[src/rtl/vexriscv_dbus_decoder.sv]
// ---------------------------------------------------------------------------
// vexriscv_dbus_decoder - VexRiscv dBus to N-slave address decoder, one access in flight. Rev 1.0
// ---------------------------------------------------------------------------
`default_nettype none

module vexriscv_dbus_decoder #(
  parameter int                       NUM_SLAVES     = 4,
  parameter logic [32*NUM_SLAVES-1:0] SLAVE_BASE     = {32'h00F0_0000, 32'h00E0_0000,
                                                        32'h00D0_0000, 32'h0000_0000},
  parameter logic [32*NUM_SLAVES-1:0] SLAVE_MASK     = {4{32'hFFF0_0000}},
  parameter int                       TIMEOUT_CYCLES = 255
) (
  input  logic                       clk,
  input  logic                       reset_n,
  input  logic                       dBus_cmd_valid,
  output logic                       dBus_cmd_ready,
  input  logic                       dBus_cmd_payload_wr,
  input  logic [31:0]                dBus_cmd_payload_address,
  input  logic [31:0]                dBus_cmd_payload_data,
  input  logic [1:0]                 dBus_cmd_payload_size,
  output logic                       dBus_rsp_ready,
  output logic                       dBus_rsp_error,
  output logic [31:0]                dBus_rsp_data,
  output logic [NUM_SLAVES-1:0]      s_sel,
  output logic                       s_we,
  output logic [3:0]                 s_be,
  output logic [31:0]                s_addr,
  output logic [31:0]                s_wdata,
  input  logic [32*NUM_SLAVES-1:0]   s_rdata,
  input  logic [NUM_SLAVES-1:0]      s_ack,
  output logic                       err_flag,
  output logic [31:0]                err_addr,
  input  logic                       err_clr
);

  typedef enum logic [1:0] {
    S_IDLE = 2'd0,
    S_BUSY = 2'd1,
    S_RESP = 2'd2
  } state_t;

  localparam logic [15:0] TMO_LAST = 16'(TIMEOUT_CYCLES - 1);

  state_t                  state_q, state_d;
  logic [15:0]             cnt_q, cnt_d;
  logic [NUM_SLAVES-1:0]   sel_q, sel_d;
  logic                    we_q, we_d;
  logic [3:0]              be_q, be_d;
  logic [31:0]             addr_q, addr_d;
  logic [31:0]             wdata_q, wdata_d;
  logic [31:0]             rsp_data_q, rsp_data_d;
  logic                    rsp_err_q, rsp_err_d;
  logic                    err_flag_q, err_flag_d;
  logic [31:0]             err_addr_q, err_addr_d;

  logic [NUM_SLAVES-1:0]   hit_oh;
  logic [3:0]              cmd_be;
  logic [31:0]             rdata_sel;
  logic                    ack_sel;
  logic                    fail;

  // Descending scan so the lowest-index hit is the one left standing.
  always_comb begin
    hit_oh = '0;
    for (int i = NUM_SLAVES - 1; i >= 0; i--) begin
      if (((dBus_cmd_payload_address ^ SLAVE_BASE[32*i +: 32]) & SLAVE_MASK[32*i +: 32]) == 32'd0) begin
        hit_oh    = '0;
        hit_oh[i] = 1'b1;
      end
    end
  end

  always_comb begin
    case (dBus_cmd_payload_size)
      2'd0:    cmd_be = 4'b0001 << dBus_cmd_payload_address[1:0];
      2'd1:    cmd_be = 4'b0011 << {dBus_cmd_payload_address[1], 1'b0};
      default: cmd_be = 4'b1111;
    endcase
  end

  always_comb begin
    rdata_sel = 32'd0;
    for (int i = 0; i < NUM_SLAVES; i++) begin
      if (sel_q[i]) rdata_sel = rdata_sel | s_rdata[32*i +: 32];
    end
  end

  assign ack_sel = |(s_ack & sel_q);

  always_comb begin
    state_d    = state_q;
    cnt_d      = cnt_q;
    sel_d      = sel_q;
    we_d       = we_q;
    be_d       = be_q;
    addr_d     = addr_q;
    wdata_d    = wdata_q;
    rsp_data_d = rsp_data_q;
    rsp_err_d  = rsp_err_q;
    err_flag_d = err_flag_q & ~err_clr;
    err_addr_d = err_addr_q;
    fail       = 1'b0;

    case (state_q)
      S_IDLE: begin
        if (dBus_cmd_valid) begin
          state_d = S_BUSY;
          cnt_d   = 16'd0;
          sel_d   = hit_oh;
          we_d    = dBus_cmd_payload_wr;
          be_d    = cmd_be;
          addr_d  = dBus_cmd_payload_address;
          wdata_d = dBus_cmd_payload_data;
        end
      end
      S_BUSY: begin
        cnt_d = cnt_q + 16'd1;
        // An empty select means unmapped; an ack on the final cycle beats the timeout.
        if (sel_q == '0) begin
          fail = 1'b1;
        end else if (ack_sel) begin
          if (we_q) begin
            state_d = S_IDLE;
          end else begin
            state_d    = S_RESP;
            rsp_data_d = rdata_sel;
            rsp_err_d  = 1'b0;
          end
        end else if (cnt_q == TMO_LAST) begin
          fail = 1'b1;
        end
        if (fail) begin
          err_flag_d = 1'b1;
          err_addr_d = addr_q;
          if (we_q) begin
            state_d = S_IDLE;
          end else begin
            state_d    = S_RESP;
            rsp_data_d = 32'd0;
            rsp_err_d  = 1'b1;
          end
        end
      end
      S_RESP: begin
        state_d = S_IDLE;
      end
      default: begin
        state_d = S_IDLE;
      end
    endcase
  end

  always_ff @(posedge clk or negedge reset_n) begin
    if (!reset_n) begin
      state_q    <= S_IDLE;
      cnt_q      <= 16'd0;
      sel_q      <= '0;
      we_q       <= 1'b0;
      be_q       <= 4'd0;
      addr_q     <= 32'd0;
      wdata_q    <= 32'd0;
      rsp_data_q <= 32'd0;
      rsp_err_q  <= 1'b0;
      err_flag_q <= 1'b0;
      err_addr_q <= 32'd0;
    end else begin
      state_q    <= state_d;
      cnt_q      <= cnt_d;
      sel_q      <= sel_d;
      we_q       <= we_d;
      be_q       <= be_d;
      addr_q     <= addr_d;
      wdata_q    <= wdata_d;
      rsp_data_q <= rsp_data_d;
      rsp_err_q  <= rsp_err_d;
      err_flag_q <= err_flag_d;
      err_addr_q <= err_addr_d;
    end
  end

  assign dBus_cmd_ready = (state_q == S_IDLE);
  assign dBus_rsp_ready = (state_q == S_RESP);
  assign dBus_rsp_error = (state_q == S_RESP) & rsp_err_q;
  assign dBus_rsp_data  = rsp_data_q;
  assign s_sel          = (state_q == S_BUSY) ? sel_q : '0;
  assign s_we           = we_q;
  assign s_be           = be_q;
  assign s_addr         = addr_q;
  assign s_wdata        = wdata_q;
  assign err_flag       = err_flag_q;
  assign err_addr       = err_addr_q;

endmodule

`default_nettype wire

[config.mk]
export PLATFORM = sky130hd
export DESIGN_NAME = vexriscv_dbus_decoder
export DESIGN_NICKNAME = d
export VERILOG_FILES = /design/src/rtl/vexriscv_dbus_decoder.sv
export SDC_FILE = /design/constraint.sdc
export NUM_CORES = 1
export LEC_CHECK = 0
export BUFFER_PORTS_ARGS = -buffer_cell sky130_fd_sc_hd__buf_2
export CORE_MARGIN = 1.5
export CORE_UTILIZATION = 40
export CTS_BUF_LIST = sky130_fd_sc_hd__clkbuf_4 sky130_fd_sc_hd__clkbuf_8
export CTS_CLUSTER_SIZE = 16
export DETAILED_ROUTE_END_ITERATION = 12
export PLACE_DENSITY_LB_ADDON = 0.08
export SYNTH_ARGS = -nofsm -noshare
export SYNTH_HDL_FRONTEND = slang
export SYNTH_SLANG_ARGS = --single-unit
[constraint.sdc]
create_clock -name clk -period 2.4 [get_ports clk]
set_input_delay 0.6 -clock clk [delete_from_list [all_inputs] [get_ports clk]]
set_output_delay 0.6 -clock clk [all_outputs]
set_load 0.005 [all_outputs]
==> results.ini, run 1 <==
[cells_and_area]
final_layout_size_suffix_gt1_frac = 0.443
layout_common_cells = 342 x buf_2, 213 x nand2_1, 157 x dfrtp_1
layout_commonest_cell = buf_2
fin_cells = 1222
nFillCells = 1578
post-route-util = 0.544
area_delta_synth_final_pct = 33.4
design_area_mm2 = 0.00938
nets = 1188

[floorplan]
fp.dieW_um = 136
design.core.area_mm2 = 0.0172
rows = 48
die_h_um = 136
fp.dieArea_mm2 = 0.0184
start_util = 0.408
ioPinCount = 344

[timing]
final.min_clock_period_ns = 2.33
tns_ns = 0
final-max-slew-violation-count = 0
max_freq_mhz = 430
hold_violations = 0
rsz0062_at_grt = false
setup_viol = 0
fin_skew_ns = 0.0142
max_slew.worst_pin.slew_ns = 0.653
worst_hold_slack_ns = 0.0954
maxSlewHeadroom = 0.561
fin_crit_sh = 0.970

[grt]
grt_pass1_wl_mm = 31.7
grt_util_all_layers = 0.226
grt_pass1_vias = 5856
grt_max_degree = 54
antenna_found_initial = 2
grt_overflow = 0

[power_and_ir_drop]
leakage_nw = 5.00
max-vdd-ir-drop_mv = 0.424
power_density_mw_per_mm2 = 863

[clock_network]
ctsHtreeMaxLevel = 4
cts_resized = 1
numCtsBuffers = 17
cts.sinks = 157
hold_buffers = 0
root_buffer = clkbuf_8
clkLatencyLatePin_ns = 0.46
clkTransAtPathRegs_ns = 0.10
post_cts_buffers = 0
clockBufferDepth = 2
cts_tree = yes

[route]
drcViolationCount = 0
wl_per_cell_um = 17.2
dr.pass1.iters = 4
drt_iter0_drc = 281
drt_wl_total_mm = 21.0
vias = 6119
drt-vias-per-instance = 5.01
drtAntennaViolNets = 0

[worst_setup_path]
path_cells = buf_4 -> and2_1 -> buf_2
crit_type = reg -> out
end_kind = primary output
path_max_fanout = 34
required_ns = 1.80
critPathSlowestCell = dfrtp_1
path_delay_family = buffers and inverters
crit_buf_inv = 2
arrival_ns = 1.73
start_kind = register
slowest_delay_ns = 0.51

[logic_synthesis]
ys_seq_area_frac = 0.559
syn_inst = 648
synth_area_mm2 = 0.00703
synth_edf_count = 0
syn_area_per_cell_um2 = 10.8
async_reset_ff_frac = 1.00
synth_ff_type = dfrtp_1
synth_cell_types = 48
synthesis.nets = 853
synth_seq_cells = 157
ys.warnings.count = 0

[place]
placed_cell_area_mm2 = 0.00898
dpl.hpwl_mm = 15.5
port_buffers = 343
place_inst = 1189
place.gp.congestion = 0.746

[run]
drv_cap = 0

[outcome]
outcome = finished, final reports clean

[worst_hold_path]
hold_class = in -> async

[worst reg2reg max path: stages (launching register included)]
cell and delay, ns:
dfrtp_1 0.53, a22oi_2 0.28, nand3_1 0.17, o21ba_2 0.31, buf_12 0.24, mux2_2 0.38
[synthesized netlist by cell type, drive strengths merged (5+ instances only)]
cell type,number,area [um2]
nand2,214,803
and2,5,31.3
a221oi,32,280
o21ai,13,65.1
nor2,9,33.8
a22o,32,280
clkbuf,34,158
o31ai,8,73.8
buf,13,118
o2bb2ai,32,280
inv,5,18.8
mux2,32,473
dfrtp,157,3930
nand3,11,55.1
[worst paths after layout]
kind | startpoint | to | slack [ns] | cells after the start
worst max-delay path | sel_q[0] | s_sel[0] | 0.07 | 3
worst min-delay path | reset_n | async pin | 0.1 | 1
worst max register to register | sel_q[2] | err_addr[31] | 0.38 | 5
worst min register to register | cnt_q[15] | cnt_q[15] | 0.47 | 1
max in group asynchronous | reset_n | s_wdata[5] | 1.66 | 2
min in group clk | dBus_cmd_payload_data[20] | s_wdata[20] | 0.33 | 3
[metrics by stage]
step                power (mW)  setup WS [ns]
floorplan                 4.94          0.564
global placement          6.16          0.226
detailed placement        6.19          0.227
CTS                       8.20         0.0499
global route              8.60        0.00101
finish                    8.10         0.0729
[logic make-up (layout without fill, tap and decap cells)]
group	after synthesis	count (layout)	synth area share
other	0	1	0
AO/OA/AOI/OAI	135	135	0.159
AND/OR/NAND/NOR	266	266	0.164
multiplexers	36	36	0.0730
adder cells (fa/ha/maj)	2	2	0.00356
flip-flops	157	157	0.559
buffers and inverters	52	400	0.0418
[per-layer routing]
metal | vias to the layer above | wire (um) | GRT usage
met5 | - | 0 | 0
met4 | 0 | 307 | 0.0753
met3 | 21 | 1620 | 0.0677
met2 | 234 | 10100 | 0.367
met1 | 2887 | 8980 | 0.289
li1 | 2977 | - | -
[power by group]
group	total [mW]	internal (mW)	switching [mW]
clock network	1.99	0.940	1.05
registers	3.77	3.32	0.450
logic	2.34	1.23	1.10
[final cells by class]
class	instances	area (um2)	share of cell area
clock buffer	17	234	0.0249
inverter	5	18.8	0.00200
tap	225	282	0.0300
sequential	157	3930	0.419
antenna	1	2.50	0.000267
multi-input combinational	439	2820	0.300
clock inverter	15	161	0.0172
timing repair buffer	363	1940	0.207
Power figures use the tool's default switching activity.
==> run 2, diff against run 1 <==
--- a/config.mk
+++ b/config.mk
@@ -8,7 +8,6 @@
 export BUFFER_PORTS_ARGS = -buffer_cell sky130_fd_sc_hd__buf_2
 export CORE_MARGIN = 1.5
 export CORE_UTILIZATION = 40
-export CTS_BUF_LIST = sky130_fd_sc_hd__clkbuf_4 sky130_fd_sc_hd__clkbuf_8
 export CTS_CLUSTER_SIZE = 16
 export DETAILED_ROUTE_END_ITERATION = 12
 export PLACE_DENSITY_LB_ADDON = 0.08
==> run 2 against run 1 <==
Effect of this change: combinational power is essentially flat; clock skew shrank 0.0033 ns; sequential share of layout area fell by 0.84 points; wire length rose by 0.12%; sequential cell count is the same; clock power rose by 35%; hold slack improved by 0.047 ns; global-route usage grew 0.15 points; die area did not move.
==> results.ini, run 2 (same netlist as run 1, synthesis figures left out) <==
[timing]
fin_crit_sh = 0.953
final.min_clock_period_ns = 2.29
final-max-slew-violation-count = 0
rsz0062_at_grt = false
fin_skew_ns = 0.0109
tns_ns = 0
maxSlewHeadroom = 0.535
max_freq_mhz = 437
max_slew.worst_pin.slew_ns = 0.691
setup_viol = 0
hold_violations = 0

[cells_and_area]
layout_commonest_cell = buf_2
area_delta_synth_final_pct = 36.2
post-route-util = 0.555
nets = 1188
final_layout_size_suffix_gt1_frac = 0.443
layout_common_cells = 342 x buf_2, 213 x nand2_1, 157 x dfrtp_1

[power_and_ir_drop]
p_int_mw = 6.10
combPwrFrac = 0.266
leakage_nw = 5.09
max-vdd-ir-drop_mv = 0.479
power.switching_mw = 2.68
p_clk_frac = 0.305
power_density_mw_per_mm2 = 918
swShare = 0.305
power_frac_seq = 0.429

[worst_setup_path]
end_kind = primary output
required_ns = 1.80
path_max_fanout = 34
worst-r2r-setup-slack_ns = 0.37
arrival_ns = 1.69
start_kind = register
critPathSlowestCell = dfrtp_1
path_cells = buf_4 -> and2_1 -> buf_2
slowest_delay_ns = 0.50
crit_type = reg -> out

[floorplan]
fp.dieArea_mm2 = 0.0184
start_util = 0.408
fp.dieW_um = 136
rows = 48
ioPinCount = 344
design.core.area_mm2 = 0.0172
die_h_um = 136

[grt]
grt_pass1_wl_mm = 31.9
antenna_found_initial = 2
grt_overflow = 0
grt_util_all_layers = 0.228
grt_max_degree = 54
grt_pass1_vias = 5887

[clock_network]
cts_tree = yes
clkLatencyLatePin_ns = 0.42
root_buffer = clkbuf_16
numCtsBuffers = 17
cts.sinks = 157
clockBufferDepth = 2
post_cts_buffers = 0
ctsHtreeMaxLevel = 4
clkTransAtPathRegs_ns = 0.07

[worst_hold_path]
hold_class = in -> async

[run]
drv_cap = 0

[route]
drt_iter0_drc = 298
drt_wl_total_mm = 21.0
wl_per_cell_um = 17.2
drtAntennaViolNets = 0
dr.pass1.iters = 5
drt-vias-per-instance = 5.01
vias = 6126
drcViolationCount = 0

[outcome]
outcome = finished, final reports clean

[place]
dpl.hpwl_mm = 15.5
port_buffers = 343
place.gp.congestion = 0.746

run 2: cell counts in the layout (fill, tap and decap cells not counted):
No cell type changed its count.
run 2: power groups by stage:
| stage | clock network [mW] | logic, mW | registers [mW] |
|---|---|---|---|
| final | 2.68 | 2.34 | 3.77 |
| after CTS | 2.75 | 2.39 | 3.78 |
| after global placement | 0 | 2.36 | 3.80 |
| after floorplan | 0 | 1.13 | 3.81 |
| after global routing | 2.85 | 2.59 | 3.86 |
| after detailed placement | 0 | 2.40 | 3.79 |
run 2: worst paths after layout:
check	start	endpoint	cells after the start
max	sel_q[0]	s_sel[0]	3
min	reset_n	async pin	1
max reg2reg	cnt_q[0]	err_addr[31]	7
min reg2reg	s_wdata[4]	s_wdata[4]	2
max in group asynchronous	reset_n	s_wdata[8]	2
min in group clk	dBus_cmd_payload_address[10]	s_addr[10]	3
run 2: repair_timing:
action / 4_1_cts / 5_1_grt
hold buffers: 0 / 0
endpoints found under the setup margin: 0 / 1
endpoints found under the hold margin: 0 / 0
resized for setup: 0 / 1
run 2: per-stage QoR:
step	cells	total power [mW]	instance area, um2	worst slack, ns	hold WS, ns
2_1_floorplan	648	4.94	7030	0.564	0.304
4_1_cts	1221	8.91	9570	0.0397	0.155
5_1_grt	1222	9.30	9570	0.0516	0.174
3_5_place_dp	1189	6.19	8980	0.227	0.457
3_3_place_gp	1189	6.16	8980	0.226	0.454
6_report	1222	8.79	9570	0.114	0.142
run 2: cell type report:
class / count / area [um2]
Inverter: 5 / 18.8
Fill cell: 1565 / 7660
Timing Repair Buffer: 363 / 1940
Multi-Input combinational cell: 439 / 2820
Sequential cell: 157 / 3930
Clock buffer: 17 / 425
Clock inverter: 15 / 161
Antenna cell: 1 / 2.50
Tap cell: 225 / 282
run 2: worst max-delay path: cells and delay by family, from the launching register on:
kind / cells / cell delay, ns
buf+inv: 2 / 0.58
flops: 1 / 0.50
simple gates: 1 / 0.19
run 2: per-layer routing:
layer,part of all wire,vias up,global-route usage
li1,-,2983,-
met1,0.42,2879,0.289
met2,0.49,250,0.370
met3,0.079,14,0.0696
met4,0.012,0,0.0783
met5,0,-,0
==> run 3, diff against run 2 <==
--- a/config.mk
+++ b/config.mk
@@ -10,7 +10,7 @@
 export CORE_UTILIZATION = 40
 export CTS_CLUSTER_SIZE = 16
 export DETAILED_ROUTE_END_ITERATION = 12
-export PLACE_DENSITY_LB_ADDON = 0.08
+export PLACE_DENSITY = 0.71
 export SYNTH_ARGS = -nofsm -noshare
 export SYNTH_HDL_FRONTEND = slang
 export SYNTH_SLANG_ARGS = --single-unit
==> run 3 against run 2 <==
Effect of this change: critical path depth unchanged; sequential power barely moved; critical path type unchanged; hold slack better by 0.026 ns; wire length is 5.0% higher; first-iteration DRC count shrank 18%; largest cell class unchanged; non-clock buffer count up 1; worst setup slack worse by 0.038 ns.
==> results.ini, run 3 (same netlist as run 1, synthesis figures left out) <==
[outcome]
outcome = finished, final reports clean

[cells_and_area]
nets = 1189
final_layout_size_suffix_gt1_frac = 0.443
area_delta_synth_final_pct = 36.3
layout_common_cells = 342 x buf_2, 213 x nand2_1, 157 x dfrtp_1
post-route-util = 0.556
layout_commonest_cell = buf_2

[power_and_ir_drop]
max-vdd-ir-drop_mv = 0.528
p_total_mw = 8.86
combPwrFrac = 0.265
swShare = 0.313
leakage_nw = 5.10
power.switching_mw = 2.77
power_density_mw_per_mm2 = 925
p_clk_frac = 0.307
power_frac_seq = 0.428
p_int_mw = 6.09

[timing]
worst_hold_slack_ns = 0.168
fin_skew_ns = 0.00900
maxSlewHeadroom = 0.550
max_freq_mhz = 430
tns_ns = 0
rsz0062_at_grt = false
final.min_clock_period_ns = 2.32
max_slew.worst_pin.slew_ns = 0.668
setup_viol = 0
final-max-slew-violation-count = 0
hold_violations = 0
fin_crit_sh = 0.968

[clock_network]
cts_tree = yes
cts_resized = 0
numCtsBuffers = 17
clockBufferDepth = 2
root_buffer = clkbuf_16
clkTransAtPathRegs_ns = 0.07
post_cts_buffers = 0
cts.sinks = 157
hold_buffers = 0
ctsHtreeMaxLevel = 4
clkLatencyLatePin_ns = 0.42

[route]
drt_wl_total_mm = 22.1
drt_iter0_drc = 245
vias = 6318
drt-vias-per-instance = 5.16
drcViolationCount = 0
wl_per_cell_um = 18.0
dr.pass1.iters = 4
drtAntennaViolNets = 0

[floorplan]
ioPinCount = 344
fp.dieW_um = 136
start_util = 0.408
fp.dieArea_mm2 = 0.0184
design.core.area_mm2 = 0.0172
rows = 48
die_h_um = 136

[grt]
grt_max_degree = 59
grt_pass1_vias = 6217
grt_util_all_layers = 0.240
antenna_found_initial = 3
grt_overflow = 0
grt_pass1_wl_mm = 33.6

[worst_setup_path]
path_max_fanout = 26
start_kind = register
required_ns = 1.80
crit_type = reg -> out
arrival_ns = 1.72
end_kind = primary output

[place]
dpl.hpwl_mm = 16.5
place.gp.congestion = 0.871
port_buffers = 343

[worst_hold_path]
hold_class = in -> async

[run]
drv_cap = 0

run 3: critical path, cell delays in order (launching register included):
cell and delay (ns):
dfrtp_1 0.64, buf_4 0.40, and2_1 0.17, buf_2 0.10
run 3: metal layers:
metal / track usage / vias up / wire length [um]
li1: - / 2980 / -
met1: 0.298 / 3050 / 9180
met2: 0.409 / 265 / 10900
met3: 0.0587 / 23 / 1610
met4: 0.0795 / 0 / 365
met5: 0 / - / 0
run 3: path summary, 6_finish.rpt:
path / from / endpoint / slack, ns / cells after the start
worst max-delay path: sel_q[3] / s_sel[3] / 0.08 / 3
min in group clk: dBus_cmd_payload_address[9] / s_addr[9] / 0.37 / 3
worst max register to register: sel_q[3] / err_addr[0] / 0.38 / 5
worst min-delay path: reset_n / async pin / 0.17 / 1
worst min register to register: s_wdata[8] / s_wdata[8] / 0.47 / 2
max in group asynchronous: reset_n / state_q[0] / 1.51 / 2
run 3: area by class of cell:
cell class	count	area [um2]
repair buffers	364	1930
clock buffers	19	453
inverters	5	18.8
flip-flops and latches	157	3930
fillers	1545	7660
clock inverters	13	145
diodes	3	7.51
multi-input cells	439	2820
well taps	225	282
run 3: power groups by stage:
stage / Sequential, mW / Clock (mW) / Combinational [mW]
final: 3.79 / 2.72 / 2.35
after global routing: 3.88 / 2.89 / 2.61
after CTS: 3.79 / 2.79 / 2.39
after detailed placement: 3.80 / 0 / 2.40
after global placement: 3.80 / 0 / 2.34
after floorplan: 3.81 / 0 / 1.13
run 3: metrics by stage:
step / cells / setup WS [ns] / area [um2]
2_1_floorplan: 648 / 0.564 / 7030
3_3_place_gp: 1190 / 0.292 / 8970
3_5_place_dp: 1190 / 0.268 / 8970
4_1_cts: 1222 / 0.0793 / 9570
5_1_grt: 1225 / 0.00842 / 9580
6_report: 1225 / 0.0761 / 9580
